<file path="src/rtl/captura_7seg_pkg.sv">
// captura_7seg_pkg
// Shared definitions for the 7-segment capture block.
// Contents:
//   COD_0..COD_9, COD_BLANCO : active-low segment codes, bit order a..g (MSB = a)
//   VALOR_BLANCO             : value reported for a blank digit
//   estado_t                 : capture FSM state encoding
//   es_uno_bajo()            : one-hot-low check used on the anode strobe
package captura_7seg_pkg;

  // Active-low segment patterns {a,b,c,d,e,f,g}; a zero means the segment is lit.
  localparam logic [6:0] COD_0      = 7'b0000001;
  localparam logic [6:0] COD_1      = 7'b1001111;
  localparam logic [6:0] COD_2      = 7'b0010010;
  localparam logic [6:0] COD_3      = 7'b0000110;
  localparam logic [6:0] COD_4      = 7'b1001100;
  localparam logic [6:0] COD_5      = 7'b0100100;
  localparam logic [6:0] COD_6      = 7'b0100000;
  localparam logic [6:0] COD_7      = 7'b0001111;
  localparam logic [6:0] COD_8      = 7'b0000000;
  localparam logic [6:0] COD_9      = 7'b0000100;
  localparam logic [6:0] COD_BLANCO = 7'b1111111;

  localparam logic [3:0] VALOR_BLANCO = 4'hF;

  typedef enum logic [1:0] {
    ESPERA        = 2'd0,
    ESTABILIZANDO = 2'd1,
    CAPTURADO     = 2'd2
  } estado_t;

  // True when exactly one bit of a 32-bit active-high vector is set.
  // Callers zero-extend their narrower strobe vectors.
  function automatic logic es_uno_bajo(input logic [31:0] activos);
    return (activos != 32'd0) && ((activos & (activos - 32'd1)) == 32'd0);
  endfunction

endpackage

</file>
<file path="src/rtl/decodificador_7seg_bcd.sv">
// decodificador_7seg_bcd
// Combinational inverse of the BCD-to-7-segment table.
// Ports:
//   codigo_i [6:0] : active-low segment code {a,b,c,d,e,f,g}
//   legal_o        : code is one of the ten decimal digits
//   blanco_o       : code has every segment off
//   valor_o  [3:0] : decoded digit; VALOR_BLANCO when not a decimal digit
module decodificador_7seg_bcd
  import captura_7seg_pkg::*;
(
  input  logic [6:0] codigo_i,
  output logic       legal_o,
  output logic       blanco_o,
  output logic [3:0] valor_o
);

  // Table lookup; anything not listed falls through as illegal.
  always_comb begin
    legal_o  = 1'b1;
    blanco_o = 1'b0;
    valor_o  = VALOR_BLANCO;
    case (codigo_i)
      COD_0:      valor_o = 4'd0;
      COD_1:      valor_o = 4'd1;
      COD_2:      valor_o = 4'd2;
      COD_3:      valor_o = 4'd3;
      COD_4:      valor_o = 4'd4;
      COD_5:      valor_o = 4'd5;
      COD_6:      valor_o = 4'd6;
      COD_7:      valor_o = 4'd7;
      COD_8:      valor_o = 4'd8;
      COD_9:      valor_o = 4'd9;
      COD_BLANCO: begin
        legal_o  = 1'b0;
        blanco_o = 1'b1;
      end
      default:    legal_o = 1'b0;
    endcase
  end

endmodule

</file>
<file path="src/rtl/captura_7seg_bcd.sv">
// captura_7seg_bcd
// Samples the multiplexed bus of an external 4-digit 7-segment driver and
// recovers the BCD value shown on each digit, flagging complete frames.
// Parameters:
//   NUM_DIG : number of anode lines / digits
//   ESTABLE : identical synchronized samples needed before a digit commits
// Ports:
//   clk, reset                   : clock, synchronous active-high reset
//   anodos_in    [NUM_DIG-1:0]   : active-low anode strobes
//   seg_in       [7:0]           : active-low segments {a,b,c,d,e,f,g,dp}
//   valores_out  [4*NUM_DIG-1:0] : digit i value at [4i+3:4i]
//   dig_valido   [NUM_DIG-1:0]   : digit i holds a legal decimal code
//   trama_valida                 : one-cycle pulse, all digits committed
//   error_codigo                 : one-cycle pulse, stable strobe with illegal code
//   dp_out       [NUM_DIG-1:0]   : decimal point per digit (CAPTURA_DP_EN only)
// Build option: define CAPTURA_DP_EN to capture the decimal point; otherwise
// seg_in[0] is ignored completely.
module captura_7seg_bcd
  import captura_7seg_pkg::*;
#(
  parameter int NUM_DIG = 4,
  parameter int ESTABLE = 3
) (
  input  logic                 clk,
  input  logic                 reset,
  input  logic [NUM_DIG-1:0]   anodos_in,
  input  logic [7:0]           seg_in,
  output logic [4*NUM_DIG-1:0] valores_out,
  output logic [NUM_DIG-1:0]   dig_valido,
  output logic                 trama_valida,
  output logic                 error_codigo
`ifdef CAPTURA_DP_EN
  ,
  output logic [NUM_DIG-1:0]   dp_out
`endif
);

  localparam int CNT_W = (ESTABLE < 1) ? 1 : $clog2(ESTABLE + 1);
  localparam logic [CNT_W-1:0] CNT_MAX = CNT_W'(ESTABLE);
  localparam logic [CNT_W-1:0] CNT_UNO = CNT_W'(1);

`ifdef CAPTURA_DP_EN
  localparam int SEG_W = 8;
  logic [SEG_W-1:0] segEntrada;
  assign segEntrada = seg_in;
`else
  // Without the dp option the dp line never enters the design, so it cannot
  // disturb the stability compare.
  localparam int SEG_W = 7;
  logic [SEG_W-1:0] segEntrada;
  logic             segDp_unused;
  assign segEntrada   = seg_in[7:1];
  assign segDp_unused = seg_in[0];
`endif

  logic [NUM_DIG-1:0]   anMeta_q, anSync_q, anPrev_q;
  logic [SEG_W-1:0]     segMeta_q, segSync_q, segPrev_q;

  estado_t              state_q, state_d;
  logic [CNT_W-1:0]     cnt_q, cnt_d;
  logic                 commit;

  logic [NUM_DIG-1:0]   mask_q, mask_d;
  logic [4*NUM_DIG-1:0] valores_q, valores_d;
  logic [NUM_DIG-1:0]   digValido_q, digValido_d;
  logic                 trama_q, trama_d;
  logic                 error_q, error_d;

  logic [NUM_DIG-1:0]   digSel;
  logic                 strobeValido;
  logic                 muestraIgual;
  logic [NUM_DIG-1:0]   maskNuevo;

  logic                 decLegal, decBlanco;
  logic [3:0]           decValor;

  // Two-flop synchronizer plus one extra stage holding the previous
  // synchronized sample for the stability compare.
  always_ff @(posedge clk) begin
    if (reset) begin
      anMeta_q  <= '0;
      anSync_q  <= '0;
      anPrev_q  <= '0;
      segMeta_q <= '0;
      segSync_q <= '0;
      segPrev_q <= '0;
    end else begin
      anMeta_q  <= anodos_in;
      anSync_q  <= anMeta_q;
      anPrev_q  <= anSync_q;
      segMeta_q <= segEntrada;
      segSync_q <= segMeta_q;
      segPrev_q <= segSync_q;
    end
  end

  // Active-high copy of the strobe doubles as the one-hot digit select.
  assign digSel       = ~anSync_q;
  assign strobeValido = es_uno_bajo(32'(digSel));
  assign muestraIgual = (anSync_q == anPrev_q) && (segSync_q == segPrev_q);

  decodificador_7seg_bcd uDecodificador (
    .codigo_i (segSync_q[SEG_W-1 -: 7]),
    .legal_o  (decLegal),
    .blanco_o (decBlanco),
    .valor_o  (decValor)
  );

  // FSM and stability counter registers.
  always_ff @(posedge clk) begin
    if (reset) begin
      state_q <= ESPERA;
      cnt_q   <= '0;
    end else begin
      state_q <= state_d;
      cnt_q   <= cnt_d;
    end
  end

  // Next state. cnt counts identical samples already seen, so the commit
  // fires on the sample after cnt has reached ESTABLE; that sample also
  // matches its predecessor, so the code decoded now is the stable one.
  always_comb begin
    state_d = state_q;
    cnt_d   = cnt_q;
    commit  = 1'b0;
    case (state_q)
      ESPERA: begin
        if (strobeValido) begin
          state_d = ESTABILIZANDO;
          cnt_d   = CNT_UNO;
        end
      end
      ESTABILIZANDO: begin
        if (!strobeValido) begin
          state_d = ESPERA;
        end else if (!muestraIgual) begin
          cnt_d = CNT_UNO;
        end else if (cnt_q >= CNT_MAX) begin
          commit  = 1'b1;
          state_d = CAPTURADO;
        end else begin
          cnt_d = cnt_q + CNT_UNO;
        end
      end
      CAPTURADO: begin
        if (!strobeValido) begin
          state_d = ESPERA;
        end else if (!muestraIgual) begin
          state_d = ESTABILIZANDO;
          cnt_d   = CNT_UNO;
        end
      end
      default: state_d = ESPERA;
    endcase
  end

  // Commit path: update the selected digit, accumulate the frame mask and
  // raise the pulses. An illegal code still counts toward the frame.
  always_comb begin
    valores_d   = valores_q;
    digValido_d = digValido_q;
    mask_d      = mask_q;
    maskNuevo   = mask_q | digSel;
    trama_d     = 1'b0;
    error_d     = 1'b0;
    if (commit) begin
      for (int i = 0; i < NUM_DIG; i++) begin
        if (digSel[i]) begin
          if (decLegal) begin
            valores_d[4*i +: 4] = decValor;
            digValido_d[i]      = 1'b1;
          end else if (decBlanco) begin
            valores_d[4*i +: 4] = VALOR_BLANCO;
            digValido_d[i]      = 1'b0;
          end else begin
            digValido_d[i]      = 1'b0;
            error_d             = 1'b1;
          end
        end
      end
      if (&maskNuevo) begin
        trama_d = 1'b1;
        mask_d  = '0;
      end else begin
        mask_d  = maskNuevo;
      end
    end
  end

  // Output and mask registers; reset wins over a same-edge commit.
  always_ff @(posedge clk) begin
    if (reset) begin
      valores_q   <= {NUM_DIG{VALOR_BLANCO}};
      digValido_q <= '0;
      mask_q      <= '0;
      trama_q     <= 1'b0;
      error_q     <= 1'b0;
    end else begin
      valores_q   <= valores_d;
      digValido_q <= digValido_d;
      mask_q      <= mask_d;
      trama_q     <= trama_d;
      error_q     <= error_d;
    end
  end

  assign valores_out  = valores_q;
  assign dig_valido   = digValido_q;
  assign trama_valida = trama_q;
  assign error_codigo = error_q;

`ifdef CAPTURA_DP_EN
  logic [NUM_DIG-1:0] dp_q, dp_d;

  // Decimal point is active-low on the bus, stored active-high.
  always_comb begin
    dp_d = dp_q;
    if (commit) begin
      for (int i = 0; i < NUM_DIG; i++) begin
        if (digSel[i]) begin
          dp_d[i] = ~segSync_q[0];
        end
      end
    end
  end

  // Decimal point register.
  always_ff @(posedge clk) begin
    if (reset) begin
      dp_q <= '0;
    end else begin
      dp_q <= dp_d;
    end
  end

  assign dp_out = dp_q;
`endif

endmodule

</file>
<file path="config.mk">
export PLATFORM = sky130hd
export DESIGN_NAME = captura_7seg_bcd
export DESIGN_NICKNAME = d
export VERILOG_FILES = /design/src/rtl/captura_7seg_pkg.sv /design/src/rtl/decodificador_7seg_bcd.sv /design/src/rtl/captura_7seg_bcd.sv
export SDC_FILE = /design/constraint.sdc
export NUM_CORES = 1
export LEC_CHECK = 0
export ABC_AREA = 0
export CELL_PAD_IN_SITES_DETAIL_PLACEMENT = 0
export CELL_PAD_IN_SITES_GLOBAL_PLACEMENT = 1
export CORE_MARGIN = 3
export CORE_UTILIZATION = 45
export DETAILED_ROUTE_END_ITERATION = 16
export GPL_ROUTABILITY_DRIVEN = 1
export PLACE_DENSITY_LB_ADDON = 0.1
export SYNTH_ARGS = -nofsm -noshare
export SYNTH_HDL_FRONTEND = slang
export SYNTH_SLANG_ARGS = --single-unit
</file>
<file path="constraint.sdc">
create_clock -name clk -period 5.5 [get_ports clk]
set_input_delay 1.65 -clock clk [delete_from_list [all_inputs] [get_ports clk]]
set_output_delay 1.65 -clock clk [all_outputs]
set_load 0.02 [all_outputs]
</file>
======== Yosys cells after proc, flatten, opt, wreduce, memory -nomap -nowiden ========
Cells that the tools add are included.
word-level totals
  bits of input ports ..................... 14
  flip-flop bits (word level) ............. 63
  word-level logic and storage cells ...... 105
  output and inout port bits .............. 22
cells by class
  $add $sub $neg .......................... 2
  magnitude comparators ................... 1
  equality and inequality tests ........... 22
  reductions and logical operators ........ 21
  bitwise operators ....................... 4
  multiplexer cells ....................... 36
operator list
  cell                                               count
  one-hot mux 4 bit (10 select lines)                1
  bitwise AND 4 x 32 -> 32 bit                       1
  logical NOT 32 bit                                 1
  == test 7 bit (second input constant)              3
  2-to-1 mux 1 bit                                   20
  2-to-1 mux 2 bit                                   10
  == test 7 x 3 -> 1 bit (second input constant)     2
  == test 7 x 6 -> 1 bit (second input constant)     2
  2-to-1 mux 4 bit                                   3
  inequality test 3 bit (second input constant)      4
  one-hot mux 2 bit (3 select lines)                 2
  AND reduction 3 bit                                4
  OR reduction 10 bit                                1
  inequality test 2 bit (second input constant)      4
  AND reduction 2 bit                                4
  AND reduction 4 bit                                2
  == test 7 x 1 -> 1 bit (second input constant)     1
  == test 7 x 4 -> 1 bit (second input constant)     1
  == test 7 x 5 -> 1 bit (second input constant)     1
  == test 7 bit                                      1
  logical NOT 7 bit                                  1
  AND reduction 6 bit                                1
  subtractor 4 x 1 -> 5 bit (second input constant)  1
  == test 4 bit                                      1
  13 further kinds                                   14

======== Longest topological paths before layout ========
Gate-level depths: netlist of run 1.
  depth in word-level cells ............... 14
  depth in mapped cells ................... 8

======== Cells and area by module ========
From an unflattened synthesis of run 1, not the netlist that was laid out.
second synthesis, totals
  cells, all modules ...................... 269
  area total of the unflattened synthesis .. 2688.8 um2
modules (own cells, without submodules)
  module                  area an instance (um2)  instances  cells each
  captura_7seg_bcd        2488.6                  1          239
  decodificador_7seg_bcd  200.2                   1          30

======== Least setup slack after synthesis of run 1 ========
No wires, ideal clock.
  path type ............................... input -> register
  start ................................... input reset
  end ..................................... register mask_q[0]
  buffers on the path ..................... 2
  required time ........................... 5.385 ns
  path slack .............................. 2.956 ns
  setup time .............................. 0.115 ns
  stages .................................. 4
  arrival time ............................ 2.430 ns
  cell sequence ........................... clkbuf_1 > clkbuf_1 > a31oi_1 > o21a_1
RTL lines
  item                  RTL line                 text
  from (decl)           captura_7seg_bcd.sv:25   input logic reset,
  to (signal assigned)  captura_7seg_bcd.sv:202  mask_q <= mask_d;
  to (decl)             captura_7seg_bcd.sv:63   logic [NUM_DIG-1:0] mask_q, mask_d;

======== Worst setup path in the final report of run 1 ========
  start ................................... register digValido_q[2], in the netlist dig_valido[2]
  end ..................................... output dig_valido[2]
RTL lines
  item                    RTL line                 text
  from (decl)             captura_7seg_bcd.sv:65   logic [NUM_DIG-1:0] digValido_q, digValido_d;
  from (signal assigned)  captura_7seg_bcd.sv:201  digValido_q <= digValido_d;
  to (decl)               captura_7seg_bcd.sv:29   output logic [NUM_DIG-1:0] dig_valido,
No word-level cell between the ends.

==> out/qor.yml, run 1 <==
outcome:
  status: "completed"
synth:
  synth_cell_types: 49
  syn_inst: 249
  syn_area_per_cell_sq_um: 10.3
  synth.largest_area_cell: "dfxtp_1"
  yosys_warnings: 0
  syn_area_sq_mm: 0.00257
  ys.flop_type: "dfxtp_1"
  synth-seq-cells: 63
  synth.net_count: 264
  synthArstFlopShare_pct: 0
  synth-edff-count: 0
  ys_seq_area_share_pct: 49.0
  synth_area_leaders: "dfxtp_1 49%, nor2b_1 7.3%, mux2i_1 5.1%"
  netlist.area_leader.share_pct: 49.0
clocking:
  ctsHoldBuffers: 0
  path_clk_slew_ps: 60
  post-cts-setup-buffers: 0
  cts-resized-gates: 0
  insertion_delay_ps: 330
  clockBufferDepth: 2
  clock-sinks: 63
  cts_buffers: 9
  cts_tree: "built"
  h-tree-depth: 3
  clockRootBuffer: "clkbuf_8"
grt:
  grt_usage_pct: 16.0
  grt_pass1_vias: 1721
  grt_max_degree: 35
  gr-total-overflow: 0
  antenna_found_initial: 0
  grt_pass1_wl_mm: 8.05
power_and_ir_drop:
  ir_drop_mv: 0.174
  sw_frac_of_total_pct: 21.1
  cellPowerDensity_mw_per_mm2: 314
  clock_power_share_pct: 45.2
  netSwitchingPower_mw: 0.207
  pwr-share-seq_pct: 48.6
  p_comb_share_pct: 6.3
  leakage_nw: 1.22
  p_int_mw: 0.774
setup_path:
  slowest_stage: "clkdlybuf4s50_1"
  critPathTopFamily: "buffers and inverters"
  crit_path_cell_trace: "clkdlybuf4s50_1"
  arrival_ps: 1290
  critPathMaxFanout: 2
  critPathRequiredTime_ps: 3850
  end_kind: "output pin"
  path_class: "reg2out"
  start_kind: "register"
  cpPeakStageDelay_ps: 610
  critical_path_buf_inv_count: 1
timing:
  finalHoldViolations: 0
  setup_viol: 0
  rsz0062_at_grt: "false"
  fin_skew_ps: 8.32
  worst_pin_slew_ps: 660
  finalCritPeriodShare_pct: 53.5
  hold_ws_ps: 434
  layout_setup_ws_ps: 2560
  slew_headroom_pct: 55.9
  fin_crit_ps: 2940
  fmax_mhz: 340
  finalMaxSlewViolations: 0
  final.setup.tns_ps: 0
hold_path:
  hold_class: "reg2reg"
placement:
  port_buffers: 34
  dp.final_hpwl_mm: 3.17
  place_congestion: 0.765
  pre_cts_ws_ps: 2530
run:
  drv_cap: 0
final_layout:
  synthToLayoutAreaGrowth_pct: 21.4
  diodes: 0
  drive_gt1_share_pct: 12.4
  nets: 293
  fin_util_pct: 58.9
floorplan:
  ios: 36
  die_h_um: 81.6
  start_util_pct: 48.5
  die_w_um: 81.6
  die_area_sq_mm: 0.00666
  fp-row-count: 26
  core_area_sq_mm: 0.00530
routing:
  totalWireLength_mm: 4.62
  avgViaCountPerCell: 5.02
  detail-route-antenna-nets: 0
  vias: 1771
  dr.pass1.iters: 3
  drc_errors: 0
  wl_per_cell_um: 13.1
  drt_iter0_markers: 55
-- placed cells by master, fill, tap and decap left out, drive strengths merged, types with 3 or more instances in the layout --
cell,n
mux2i,13
nor4,5
nand2,7
inv,7
dfxtp,63
nor3,4
o21a,5
nand3,4
clkdlybuf4s50,33
nor2,29
a31oi,3
a21oi,8
clkbuf,13
xor2,12
nor3b,4
nor2b,30
a211oi,8
-- final timing paths --
check,start,depth (start not counted),endpoint,slack (ps)
hold / removal,segMeta_q[0],1,segSync_q[0],430
setup reg to reg,segSync_q[0],6,valores_out[7],3360
hold reg to reg,segMeta_q[0],1,segSync_q[0],430
setup / recovery,dig_valido[2],1,dig_valido[2],2560
-- worst register-to-register path, cell delays in order, from the launching register on --
cell      delay (ps)
dfxtp_1          550
and4bb_2         270
o31ai_1          310
a21o_1           200
o211ai_2         290
a211oi_1         350
a21oi_1           60
-- cell type report --
class	count	area [sq um]
Fill cell	481	2180
Sequential cell	63	1260
Multi-Input combinational cell	162	1180
Timing Repair Buffer	35	343
Clock buffer	13	159
Tap cell	70	87.6
Clock inverter	3	65.1
Inverter	7	26.3
-- flip-flops by register name, indices dropped and copies added (netlist names) --
name	flops
valores_out	16
segMeta_q	7
segPrev_q	7
segSync_q	7
anMeta_q	4
anPrev_q	4
anSync_q	4
dig_valido	4
mask_q	4
cnt_q	2
state_q	2
error_codigo	1
trama_valida	1
-- logic make-up (layout without fill, tap and decap cells) --
| family | count (synthesis) | after routing | share of synthesized area (%) |
|---|---|---|---|
| AND/OR/NAND/NOR | 95 | 95 | 24.0 |
| buffers and inverters | 24 | 58 | 5.01 |
| AO/OA/AOI/OAI | 40 | 40 | 12.0 |
| adder cells (fa/ha/maj) | 1 | 1 | 0.486 |
| flip-flops | 63 | 63 | 49.0 |
| multiplexers | 13 | 13 | 5.06 |
| XOR/XNOR | 13 | 13 | 4.43 |
-- per-layer routing --
metal / vias up / global-route usage [%] / share of wire (%)
met2: 25 / 25.4 / 48
met5: - / 0 / 0
met4: 0 / 8.97 / 2.3
met1: 819 / 19.7 / 46
met3: 10 / 4.17 / 3.0
li1: 917 / - / -
-- power groups by stage --
| stage | Sequential [mW] | Combinational (mW) | Clock [mW] |
|---|---|---|---|
| 4_1_cts | 0.476 | 0.0628 | 0.456 |
| 6_report | 0.476 | 0.0615 | 0.443 |
| 5_1_grt | 0.478 | 0.0691 | 0.479 |
| 3_3_place_gp | 0.486 | 0.0619 | 0 |
| 2_1_floorplan | 0.479 | 0.0549 | 0 |
| 3_5_place_dp | 0.487 | 0.0626 | 0 |
-- Yosys cell counts, types with 2 or more instances --
| cell type | count |
|---|---|
| dfxtp_1 | 63 |
| nor2b_1 | 30 |
| nor2_1 | 25 |
| mux2i_1 | 13 |
| xor2_1 | 12 |
| a211oi_1 | 8 |
| a21oi_1 | 8 |
| clkbuf_1 | 8 |
| inv_1 | 7 |
| o21a_1 | 5 |
| buf_2 | 4 |
| buf_6 | 4 |
| nand2_2 | 4 |
| nor2_4 | 4 |
| nor3_1 | 4 |
| a31oi_1 | 3 |
| nand2_1 | 3 |
| nand3_1 | 3 |
| nor3b_1 | 3 |
| nor4_4 | 3 |
| a2111oi_0 | 2 |
| a41oi_1 | 2 |
| and3_1 | 2 |
| nand2b_1 | 2 |
| nor4_1 | 2 |
| o21ai_1 | 2 |
-- per-stage QoR --
| step | power [mW] | cells | cell area (sq um) |
|---|---|---|---|
| 6_report | 0.981 | 353 | 3120 |
| 5_1_grt | 1.03 | 353 | 3120 |
| 4_1_cts | 0.996 | 353 | 3120 |
| 3_5_place_dp | 0.549 | 337 | 2900 |
| 3_3_place_gp | 0.548 | 337 | 2900 |
| 2_1_floorplan | 0.534 | 249 | 2570 |
Note: power is estimated with default switching activity, not from simulation.
==> inputs of run 2 (changes only) <==
CORE_UTILIZATION = 42   (was 45)
clock period = 2.83 ns   (was 5.5 ns; I/O delays follow)
==> run 2 against run 1 <==
  * Largest power group unchanged
  * Clock skew rose by 1.0 ps
  * Largest cell class unchanged
  * Combinational power rose by 98%
  * Total power rose by 71%
  * Die area rose by 6.6%
  * Count of clock-buffer cells in the layout fell by 2
  * Sequential power rose by 95%
  * Final cell count rose by 1.1%
==> out/qor.yml, run 2 (synthesis results as in run 1) <==
final_layout:
  final_cell_mix: "63 x dfxtp_1, 33 x clkdlybuf4s50_1, 30 x nor2b_1, 25 x nor2_1, 13 x mux2i_1"
  drive_gt1_share_pct: 13.0
  fin_cells: 357
  diodes: 0
  final_common_cell: "dfxtp_1"
  nets: 295
  largest_register_ffs: 16
  nFillCells: 528
  synthToLayoutAreaGrowth_pct: 19.5
timing:
  finalHoldViolations: 0
  fmax_mhz: 468
  fin_crit_ps: 2140
  finalMaxSlewViolations: 0
  worst_pin_slew_ps: 672
  rsz0062_at_grt: "false"
  finalCritPeriodShare_pct: 75.5
  layout_setup_ws_ps: 695
  setup_viol: 0
  slew_headroom_pct: 54.9
  fin_skew_ps: 9.34
  final.setup.tns_ps: 0
power_and_ir_drop:
  leakage_nw: 1.21
  total_power_mw: 1.68
  cellPowerDensity_mw_per_mm2: 546
  ir_drop_mv: 0.406
placement:
  dp_cells: 341
  dp.final_hpwl_mm: 3.18
  pre_cts_ws_ps: 724
  port_buffers: 34
  place_congestion: 0.745
routing:
  avgViaCountPerCell: 4.98
  totalWireLength_mm: 4.61
  wl_per_cell_um: 12.9
  detail-route-antenna-nets: 0
  dr.pass1.iters: 4
  vias: 1777
  drc_errors: 0
  drt_iter0_markers: 66
setup_path:
  startpoint: "valores_out[10]"
  critPathRequiredTime_ps: 1980
  start_kind: "register"
  path_class: "reg2out"
  critical_path_buf_inv_count: 1
  arrival_ps: 1290
  slowest_stage: "clkdlybuf4s50_1"
  critPathMaxFanout: 2
  crit_path_cell_trace: "clkdlybuf4s50_1"
  end_kind: "output pin"
  critPathTopFamily: "buffers and inverters"
  cpPeakStageDelay_ps: 610
  r2r-start: "segSync_q[1]"
floorplan:
  die_area_sq_mm: 0.00710
  fp-row-count: 27
  core_area_sq_mm: 0.00571
  ios: 36
  start_util_pct: 45.1
  die_w_um: 84.3
  die_h_um: 84.3
clocking:
  insertion_delay_ps: 330
  cts-resized-gates: 0
  post-cts-setup-buffers: 0
  clockRootBuffer: "clkbuf_8"
  clockBufferDepth: 2
  h-tree-depth: 3
  cts_tree: "built"
  clock-sinks: 63
  cts_buffers: 9
  ctsHoldBuffers: 0
  path_clk_slew_ps: 70
grt:
  grt_max_degree: 23
  grt_pass1_vias: 1736
  gr-total-overflow: 0
  grt_pass1_wl_mm: 8.17
  grt_usage_pct: 14.5
  antenna_found_initial: 0
run:
  drv_cap: 0
hold_path:
  min_from: "segMeta_q[2]"
  hold_class: "reg2reg"
outcome:
  status: "completed"
-- run 2: where the power goes --
group	switching [mW]	internal (mW)	leakage (nW)
combinational	0.0656	0.0566	0.605
sequential	0.0200	0.906	0.514
clock	0.321	0.310	0.0866
-- run 2: path summary, 6_finish.rpt --
check                           slack, ps              end  cells past startpoint
worst max-delay path                  690  valores_out[10]                      1
worst min-delay path                  430     segSync_q[2]                      1
worst max register to register        720   valores_out[6]                      4
worst min register to register        430     segSync_q[2]                      1
-- run 2: area by class of cell --
cell class / count / area (sq um) / share of cell area [%]
Sequential cell: 63 / 1260 / 41.0
Multi-Input combinational cell: 162 / 1180 / 38.5
Timing Repair Buffer: 37 / 358 / 11.6
Clock buffer: 11 / 131 / 4.27
Tap cell: 72 / 90.1 / 2.93
Inverter: 7 / 26.3 / 0.855
Clock inverter: 5 / 25.0 / 0.814
-- run 2: stage by stage --
step	utilization, %	area (sq um)	hold WS, ps
after detailed placement	51.1	2920	424
after global routing	53.8	3070	447
final	53.8	3070	432
after CTS	53.8	3070	438
after global placement	51.1	2920	417
after floorplan	-	2570	414
-- run 2: layer usage --
| layer | GRT usage [%] | up-vias | part of all wire, % |
|---|---|---|---|
| met5 | 0 | - | 0 |
| met4 | 6.29 | 0 | 1.8 |
| met3 | 5.59 | 8 | 4.5 |
| met2 | 22.2 | 34 | 46 |
| met1 | 18.2 | 818 | 48 |
| li1 | - | 917 | - |
